File: src/rtl/cv32e40p_replica_dispatcher_ft.sv
// Replica dispatcher for the fault-tolerant EX stage.
// Each replica owns a leaky mismatch counter and a sticky faulty flag (see the
// per-unit sub-module below). The top picks up to three healthy replicas,
// drives their clock gates and the voter slot indices, and reports the
// resulting degradation mode.

// Per-replica health tracker: leaky error counter plus sticky faulty flag.
module cv32e40p_replica_dispatcher_ft_unit #(
  parameter int CNT_W     = 4,
  parameter int THRESHOLD = 8
) (
  input  logic clk,
  input  logic rst_n,
  input  logic used_i,
  input  logic mismatch_i,
  input  logic force_i,
  input  logic clear_i,
  output logic faulty_o
);

  localparam logic [CNT_W-1:0] THR = CNT_W'(THRESHOLD);

  logic [CNT_W-1:0] cnt_q, cnt_d;
  logic             faulty_q, faulty_d;
  logic [CNT_W-1:0] cnt_inc;

  assign cnt_inc = cnt_q + CNT_W'(1);

  // Counter/flag next state: clear wins, a faulty unit's counter is frozen,
  // and a healthy counter leaks toward zero on clean operations.
  always_comb begin
    cnt_d    = cnt_q;
    faulty_d = faulty_q;
    if (clear_i) begin
      cnt_d    = '0;
      faulty_d = 1'b0;
    end else begin
      if (used_i && !faulty_q) begin
        if (mismatch_i) begin
          cnt_d = cnt_inc;
          if (cnt_inc == THR) faulty_d = 1'b1;
        end else if (cnt_q != '0) begin
          cnt_d = cnt_q - CNT_W'(1);
        end
      end
      if (force_i) faulty_d = 1'b1;
    end
  end

  // Health state register.
  always_ff @(posedge clk or negedge rst_n) begin
    if (!rst_n) begin
      cnt_q    <= '0;
      faulty_q <= 1'b0;
    end else begin
      cnt_q    <= cnt_d;
      faulty_q <= faulty_d;
    end
  end

  assign faulty_o = faulty_q;

endmodule

module cv32e40p_replica_dispatcher_ft #(
  parameter int NUM_UNITS = 4,
  parameter int CNT_W     = 4,
  parameter int THRESHOLD = 8,
  parameter int IDX_W     = $clog2(NUM_UNITS)
) (
  input  logic                   clk,
  input  logic                   rst_n,
  input  logic                   unit_used_i,
  input  logic [NUM_UNITS-1:0]   mismatch_i,
  input  logic [NUM_UNITS-1:0]   force_faulty_i,
  input  logic                   clear_faults_i,
  output logic [NUM_UNITS-1:0]   clock_gate_o,
  output logic [3*IDX_W-1:0]     sel_o,
  output logic [1:0]             mode_o,
  output logic [NUM_UNITS-1:0]   permanent_faulty_o,
  output logic                   totally_defective_o,
  output logic                   reconfig_o
);

  localparam int HC_W = $clog2(NUM_UNITS + 1);

  typedef enum logic [1:0] {
    MODE_TMR    = 2'b00,
    MODE_DUAL   = 2'b01,
    MODE_SINGLE = 2'b10,
    MODE_NONE   = 2'b11
  } mode_e;

  logic [NUM_UNITS-1:0]        faulty_q;
  logic [NUM_UNITS-1:0]        faulty_prev_q, faulty_prev_d;
  logic [HC_W-1:0]             healthy_cnt;
  logic [2:0][IDX_W-1:0]       idx;
  logic [NUM_UNITS-1:0]        gate;
  mode_e                       mode;
  logic [2:0][IDX_W-1:0]       sel;

  for (genvar k = 0; k < NUM_UNITS; k++) begin : g_unit
    cv32e40p_replica_dispatcher_ft_unit #(
      .CNT_W     (CNT_W),
      .THRESHOLD (THRESHOLD)
    ) u_unit (
      .clk        (clk),
      .rst_n      (rst_n),
      .used_i     (unit_used_i),
      .mismatch_i (mismatch_i[k]),
      .force_i    (force_faulty_i[k]),
      .clear_i    (clear_faults_i),
      .faulty_o   (faulty_q[k])
    );
  end

  // Rank healthy units by index; the first three found become slots 0..2
  // and are the only ones whose clocks stay enabled.
  always_comb begin
    healthy_cnt = '0;
    idx         = '0;
    gate        = '0;
    for (int k = 0; k < NUM_UNITS; k++) begin
      if (!faulty_q[k]) begin
        if (healthy_cnt < HC_W'(3)) begin
          idx[healthy_cnt[1:0]] = IDX_W'(k);
          gate[k]               = 1'b1;
        end
        healthy_cnt = healthy_cnt + HC_W'(1);
      end
    end
  end

  // Mode and voter slot mapping; missing slots replicate the highest
  // surviving replica so the voter sees agreeing inputs.
  always_comb begin
    mode = MODE_NONE;
    sel  = '0;
    if (healthy_cnt >= HC_W'(3)) begin
      mode = MODE_TMR;
      sel  = idx;
    end else if (healthy_cnt == HC_W'(2)) begin
      mode = MODE_DUAL;
      sel  = {idx[1], idx[1], idx[0]};
    end else if (healthy_cnt == HC_W'(1)) begin
      mode = MODE_SINGLE;
      sel  = {idx[0], idx[0], idx[0]};
    end
  end

  assign faulty_prev_d = faulty_q;

  // Previous faulty vector, used to flag the cycle a new configuration lands.
  always_ff @(posedge clk or negedge rst_n) begin
    if (!rst_n) faulty_prev_q <= '0;
    else        faulty_prev_q <= faulty_prev_d;
  end

  assign clock_gate_o        = gate;
  assign sel_o               = sel;
  assign mode_o              = mode;
  assign permanent_faulty_o  = faulty_q;
  assign totally_defective_o = (healthy_cnt == '0);
  assign reconfig_o          = (faulty_q != faulty_prev_q);

endmodule
File: config.mk
export PLATFORM = sky130hd
export DESIGN_NAME = cv32e40p_replica_dispatcher_ft
export DESIGN_NICKNAME = d
export VERILOG_FILES = /design/src/rtl/cv32e40p_replica_dispatcher_ft.sv
export SDC_FILE = /design/constraint.sdc
export NUM_CORES = 1
export LEC_CHECK = 0
export CAP_MARGIN = 20
export CORE_MARGIN = 2
export CORE_UTILIZATION = 40
export CTS_BUF_LIST = sky130_fd_sc_hd__clkbuf_16
export DETAILED_ROUTE_END_ITERATION = 8
export DONT_BUFFER_PORTS = 1
export PLACE_DENSITY = 0.62
export SETUP_SLACK_MARGIN = 0.1
export SLEW_MARGIN = 20
export SYNTH_ARGS = -nofsm -noshare
export SYNTH_HDL_FRONTEND = slang
export SYNTH_SLANG_ARGS = --single-unit
File: constraint.sdc
create_clock -name clk -period 5.08 [get_ports clk]
set_clock_uncertainty 0.2 [all_clocks]
set_input_delay 1.524 -clock clk [delete_from_list [all_inputs] [get_ports clk]]
set_output_delay 1.524 -clock clk [all_outputs]
set_load 0.05 [all_outputs]
==> impl_results.md, run 1 <==
- Initial antenna violation count: 0
- Peak supply drop: 0.177 mV
- Commonest non-fill, non-tap cell in the layout: nor2_1
- Synth Area per Inst: 8.68 sq um
- Post-CTS Setup Repair Bufs: 0
- Fraction of layout cells with a size suffix above 1: 10.3%
- Initial DRC count: 52
- Row Count: 24
- Routability cong.: 0.904
- Power Density: 317 mW/mm^2
- Slowest CP cell: fa_1
- Overall power: 0.000661 W
- Worst-path clk slew: 0.06 ns
- Gr ovfl total: 0
- Clock Sinks: 24
- Static Leak: 0.914 nW
- Final net count: 253
- Largest net degree at the start of global routing: 25
- Hold Crit Class: flip-flop to flip-flop
- Tcrit/Tclk final: 85.7%
- Vias in the first global route: 1477
- Hold_buf cts: 0
- Synth unique cells: 44
- Data arrival time of the worst path: 2.63 ns
- Cells after Synth: 216
- Crit Path Class: flip-flop to primary output
- Final Non-Filler Cells: 275
- Area delta synth->final: 11.2%
- NetSw: 0.000247 W
- Synth top area share: 32.0%
- FF+latch count, synth: 24
- Cell taking the most area after synthesis: dfrtp_1
- Post-Syn Nets: 245
- Fin. max-slew vios: 0
- Slew margin rel.: 59.3%
- First drt pass iteration count: 6
- R2r startpoint: g_unit[3].u_unit.cnt_q[0]
- Num CTS Buffers: 3
- Clock Latency Late Sink: 0.26 ns
- Setup_tns: 0 ns
- Placed insts: 271
- Worst-path cell chain: inv_1, fa_1, nand2b_1, o311ai_0, a22o_1, o21ai_0, nand2_1, buf_12
- Max-cap check violation count: 0
- Status: complete, no violations
- Slew @ Worst Pin: 0.609 ns
- Initial Util: 42.2%
- Setup violations, final: 0
- Max Buffers Root-to-Sink: 2
- Most area-consuming cells after synthesis: dfrtp_1 32%, ha_1 11%, xnor2_1 7.9%
- Worst hold start: g_unit[2].u_unit.cnt_q[1]
- Critical Path RT: 3.36 ns
- Primary FF master, synth: dfrtp_1
- Hold slack: 0.393 ns
- CTS tree: yes
- Cell-internal power: 0.000413 W
- Sequential Power Share: 35.0%
- Fmax: 230 MHz
- RSZ-0062 raised after global routing: no
- Crit path time final: 4.35 ns
- WL/cell: 14.1 um
- Commonest non-fill, non-tap cells in the layout: 28 x nor2_1, 24 x dfrtp_1, 19 x nand2_1
- DRT Wirelength: 3890 um
- Die area: 0.00525 sq mm
- Combinational Power Share: 38.8%
- Final hold vios: 0
- Net switching fraction of the power: 37.5%
- Crit start category: flip-flop
- Dpl hpwl: 2940 um
- Root Driver: clkbuf_16
- Die H: 72.5 um
- # DRC: 0
- FFs w/ async S/R, synth: 100%
- Post-route antenna net violation count: 0
- I/O pin cnt: 30
- Post-cts resize count: 0
- Die width: 72.5 um
- CP startpoint: g_unit[0].u_unit.faulty_o
- Buffers on Ports: 0
- DR vias: 1550
- Clk network pwr share: 26.2%
- Sequential cell area fraction in the yosys report: 32.0%
- First-pass GRT wire length: 6760 um
- Max incr delay on CP: 0.78 ns
- Via-to-Cell Ratio: 5.64
- Crit-path max FO: 11
- CP Capture Type: primary output
- Post-synth EDFFs: 0
- N_diodes: 0
- GRT Overall Usage: 15.9%
- Core box area: 0.00444 sq mm
- CTS H-tree lvls: 1
- Synth Cell Area: 0.00187 sq mm
- Yosys warns: 0
[worst paths after layout]
check / endpoint / slack (ns) / cells past startpoint
max in group asynchronous: g_unit[3].u_unit.faulty_o / 3.85 / 0
worst max-delay path: sel_o[4] / 0.73 / 8
worst min-delay path: g_unit[2].u_unit.cnt_q[1] / 0.39 / 2
min in group asynchronous: g_unit[1].u_unit.cnt_q[2] / 0.75 / 0
worst max register to register: g_unit[3].u_unit.cnt_q[3] / 3.12 / 7
worst min register to register: g_unit[2].u_unit.cnt_q[1] / 0.39 / 2
[per-layer routing]
layer / share of wire, % / vias up / GRT usage [%]
li1: - / 760 / -
met1: 47 / 742 / 20.3
met2: 45 / 43 / 25.7
met3: 6.9 / 5 / 5.69
met4: 0.64 / 0 / 3.91
met5: 0 / - / 0
[power by group through the flow]
| stage | Clock, W | Combinational, W | Sequential [W] |
|---|---|---|---|
| floorplan | 0 | 0.000206 | 0.000230 |
| global placement | 0 | 0.000253 | 0.000234 |
| detailed placement | 0 | 0.000257 | 0.000234 |
| CTS | 0.000178 | 0.000257 | 0.000231 |
| global route | 0.000188 | 0.000280 | 0.000234 |
| finish | 0.000173 | 0.000257 | 0.000231 |
[synthesized netlist by cell type, types with 4 or more instances]
cell      instances
nand2_1          19
nand3_1           6
buf_4             5
or4b_1            4
nor2_1           28
o21ai_0           5
a21oi_1          14
nand2b_1          4
xnor2_1          17
nand4_1           8
mux2i_1           4
xor2_1            5
inv_1            13
ha_1             16
dfrtp_1          24
nor3_1            5
[metrics by stage]
step	cell area, sq um	worst slack, ns	util, %
6_report	2080	0.728	46.9
5_1_grt	2080	0.585	46.9
4_1_cts	2080	0.746	46.9
3_5_place_dp	2010	1.02	45.1
3_3_place_gp	2010	1.13	45.1
2_1_floorplan	1880	0.207	-
[logic make-up after synthesis]
family | after synthesis | share of synthesized area, %
compound gates | 36 | 13.1
flops | 24 | 32.0
xor+xnor | 22 | 10.3
simple gates | 89 | 24.4
buf+inv | 24 | 6.34
mux | 4 | 2.14
fa+ha+maj | 17 | 11.7
[area by class of cell]
cell class	instances	area, sq um
well taps	52	65.1
clock buffers	3	75.1
flip-flops and latches	24	601
clock inverters	1	3.75
multi-input cells	168	1160
inverters	13	48.8
fillers	436	2360
repair buffers	14	130
[state kept, by name (all words and copies together), names as in the netlist]
name,flops
g_unit.u_unit.faulty_o,4
g_unit.u_unit.cnt_q,16
faulty_prev_q,4
[critical path: cells and delay by family, from the launching register on]
kind | cells | cell delay (ns)
AO/OA/AOI/OAI | 3 | 0.70
adder cells (fa/ha/maj) | 1 | 0.78
flip-flops | 1 | 0.35
AND/OR/NAND/NOR | 2 | 0.30
buffers and inverters | 2 | 0.24
Note: power is estimated with default switching activity, not from simulation.
==> run 2, diff against run 1 <==
Settings changed: CELL_PAD_IN_SITES_DETAIL_PLACEMENT set to 1, CELL_PAD_IN_SITES_GLOBAL_PLACEMENT set to 1, PLACE_DENSITY 0.62 to 0.76.
==> impl_results.md, run 2 (same netlist as run 1, synthesis figures left out) <==
- Status: complete, no violations
- Fraction of layout cells with a size suffix above 1: 10.8%
- N_diodes: 0
- First drt pass iteration count: 4
- Post-CTS Setup Repair Bufs: 0
- Largest net degree at the start of global routing: 25
- Power Density: 340 mW/mm^2
- Routability cong.: 0.890
- Data arrival time of the worst path: 2.63 ns
- Critical Path RT: 3.36 ns
- R2r startpoint: g_unit[3].u_unit.cnt_q[0]
- Final Non-Filler Cells: 275
- Final hold vios: 0
- Fin. max-slew vios: 0
- Final net count: 253
- Hold Crit Class: flip-flop to flip-flop
- Fmax: 230 MHz
- Initial DRC count: 78
- CTS tree: yes
- Buffers on Ports: 0
- Overall power: 0.000718 W
- Peak supply drop: 0.177 mV
- Die H: 72.5 um
- R2R depth: 7
- Max-cap check violation count: 0
- Via-to-Cell Ratio: 5.69
- R2R Setup Slk: 3.06 ns
- Worst-path cell chain: inv_1, fa_1, nand2b_1, o311ai_0, a22o_1, o21ai_0, nand2_1, buf_12
- Worst hold start: g_unit[1].u_unit.cnt_q[3]
- DR vias: 1564
- Area delta synth->final: 12.6%
- GRT Overall Usage: 18.5%
- Root Driver: clkbuf_16
- Slew @ Worst Pin: 0.615 ns
- CTS H-tree lvls: 1
- Gr ovfl total: 0
- Largest reg by FF count: g_unit.u_unit.cnt_q
- DRT Wirelength: 4560 um
- WP buf/inv: 2
- Clock Sinks: 24
- Worst-path clk slew: 0.07 ns
- Die width: 72.5 um
- Core box area: 0.00444 sq mm
- I/O pin cnt: 30
- Crit-path max FO: 11
- Hold_buf cts: 0
- Slowest CP cell: fa_1
- Commonest non-fill, non-tap cell in the layout: nor2_1
- Commonest non-fill, non-tap cells in the layout: 28 x nor2_1, 24 x dfrtp_1, 19 x nand2_1
- Crit Path Class: flip-flop to primary output
- Tcrit/Tclk final: 85.8%
- Post-route antenna net violation count: 0
- Max Buffers Root-to-Sink: 2
- Die area: 0.00525 sq mm
- Post-route cell area: 0.00211 sq mm
- Crit start category: flip-flop
- Dpl hpwl: 3400 um
- Max reg flops: 16
- Post-cts resize count: 0
- Hold path depth: 2
- # DRC: 0
- Max incr delay on CP: 0.78 ns
- Initial antenna violation count: 0
- First-pass GRT wire length: 7830 um
- WL/cell: 16.6 um
- Placed insts: 271
- Slew margin rel.: 58.9%
- Hold endpoint: g_unit[1].u_unit.cnt_q[3]
- Initial Util: 42.2%
- Vias in the first global route: 1649
- RSZ-0062 raised after global routing: no
- Crit path time final: 4.36 ns
- Setup_tns: 0 ns
- Crit path max-delay family: adder cells
- Reg2reg end: g_unit[3].u_unit.cnt_q[3]
- CP Capture Type: primary output
- Row Count: 24
- Clock Latency Late Sink: 0.26 ns
- Setup violations, final: 0
- Num CTS Buffers: 3
- Post-DP Area: 0.00201 sq mm
- Static Leak: 0.927 nW
## run 2: cell count changes in the layout (fill, tap and decap cells not counted)
cell | previous run | this run
clkinv_1 | 1 | 0
bufinv_16 | 0 | 1
## run 2: final cells by class
class / count / area (sq um)
fill: 544 / 2330
timing repair buffer: 14 / 130
tap: 52 / 65.1
sequential: 24 / 601
inverter: 13 / 48.8
clock inverter: 1 / 30.0
clock buffer: 3 / 75.1
multi-input combinational: 168 / 1160
## run 2: power breakdown
part	internal [W]	switching [W]
logic	0.0000996	0.000163
registers	0.000209	0.0000222
clock network	0.000157	0.0000683
total	0.000465	0.000253
## run 2: layer usage
metal  vias to the layer above  wire, um  track usage (%)
met5                         -         0                0
met1                       769      2040             23.2
li1                        760         -                -
met2                        33      2340             34.3
met3                         2       152             2.36
met4                         0        25             3.09
## run 2: tightest hold or removal path: cells and delay by family (launching register included)
| family | cells | cell delay (ns) |
|---|---|---|
| XOR/XNOR | 1 | 0.13 |
| flip-flops | 1 | 0.40 |
| AND/OR/NAND/NOR | 1 | 0.04 |
## run 2: worst max path at each step
stage          cells after the start                       from  endpoint  slack (ns)
6_report                           8  g_unit[0].u_unit.faulty_o  sel_o[4]        0.72
2_1_floorplan                      7  g_unit[1].u_unit.faulty_o  sel_o[3]        0.21
3_5_place_dp                       8  g_unit[0].u_unit.faulty_o  sel_o[4]        0.98
4_1_cts                            8  g_unit[0].u_unit.faulty_o  sel_o[4]        0.71
3_3_place_gp                       8  g_unit[0].u_unit.faulty_o  sel_o[4]        1.11
5_1_grt                            8  g_unit[0].u_unit.faulty_o  sel_o[4]        0.44
## run 2: through the flow
step                      hold WS [ns]  setup slack [ns]  utilization, %
final                            0.401             0.723            47.5
after global placement           0.382              1.11            45.1
after global routing             0.437             0.442            47.5
after floorplan                  0.215             0.207               -
after CTS                        0.404             0.710            47.5
after detailed placement         0.387             0.984            45.1
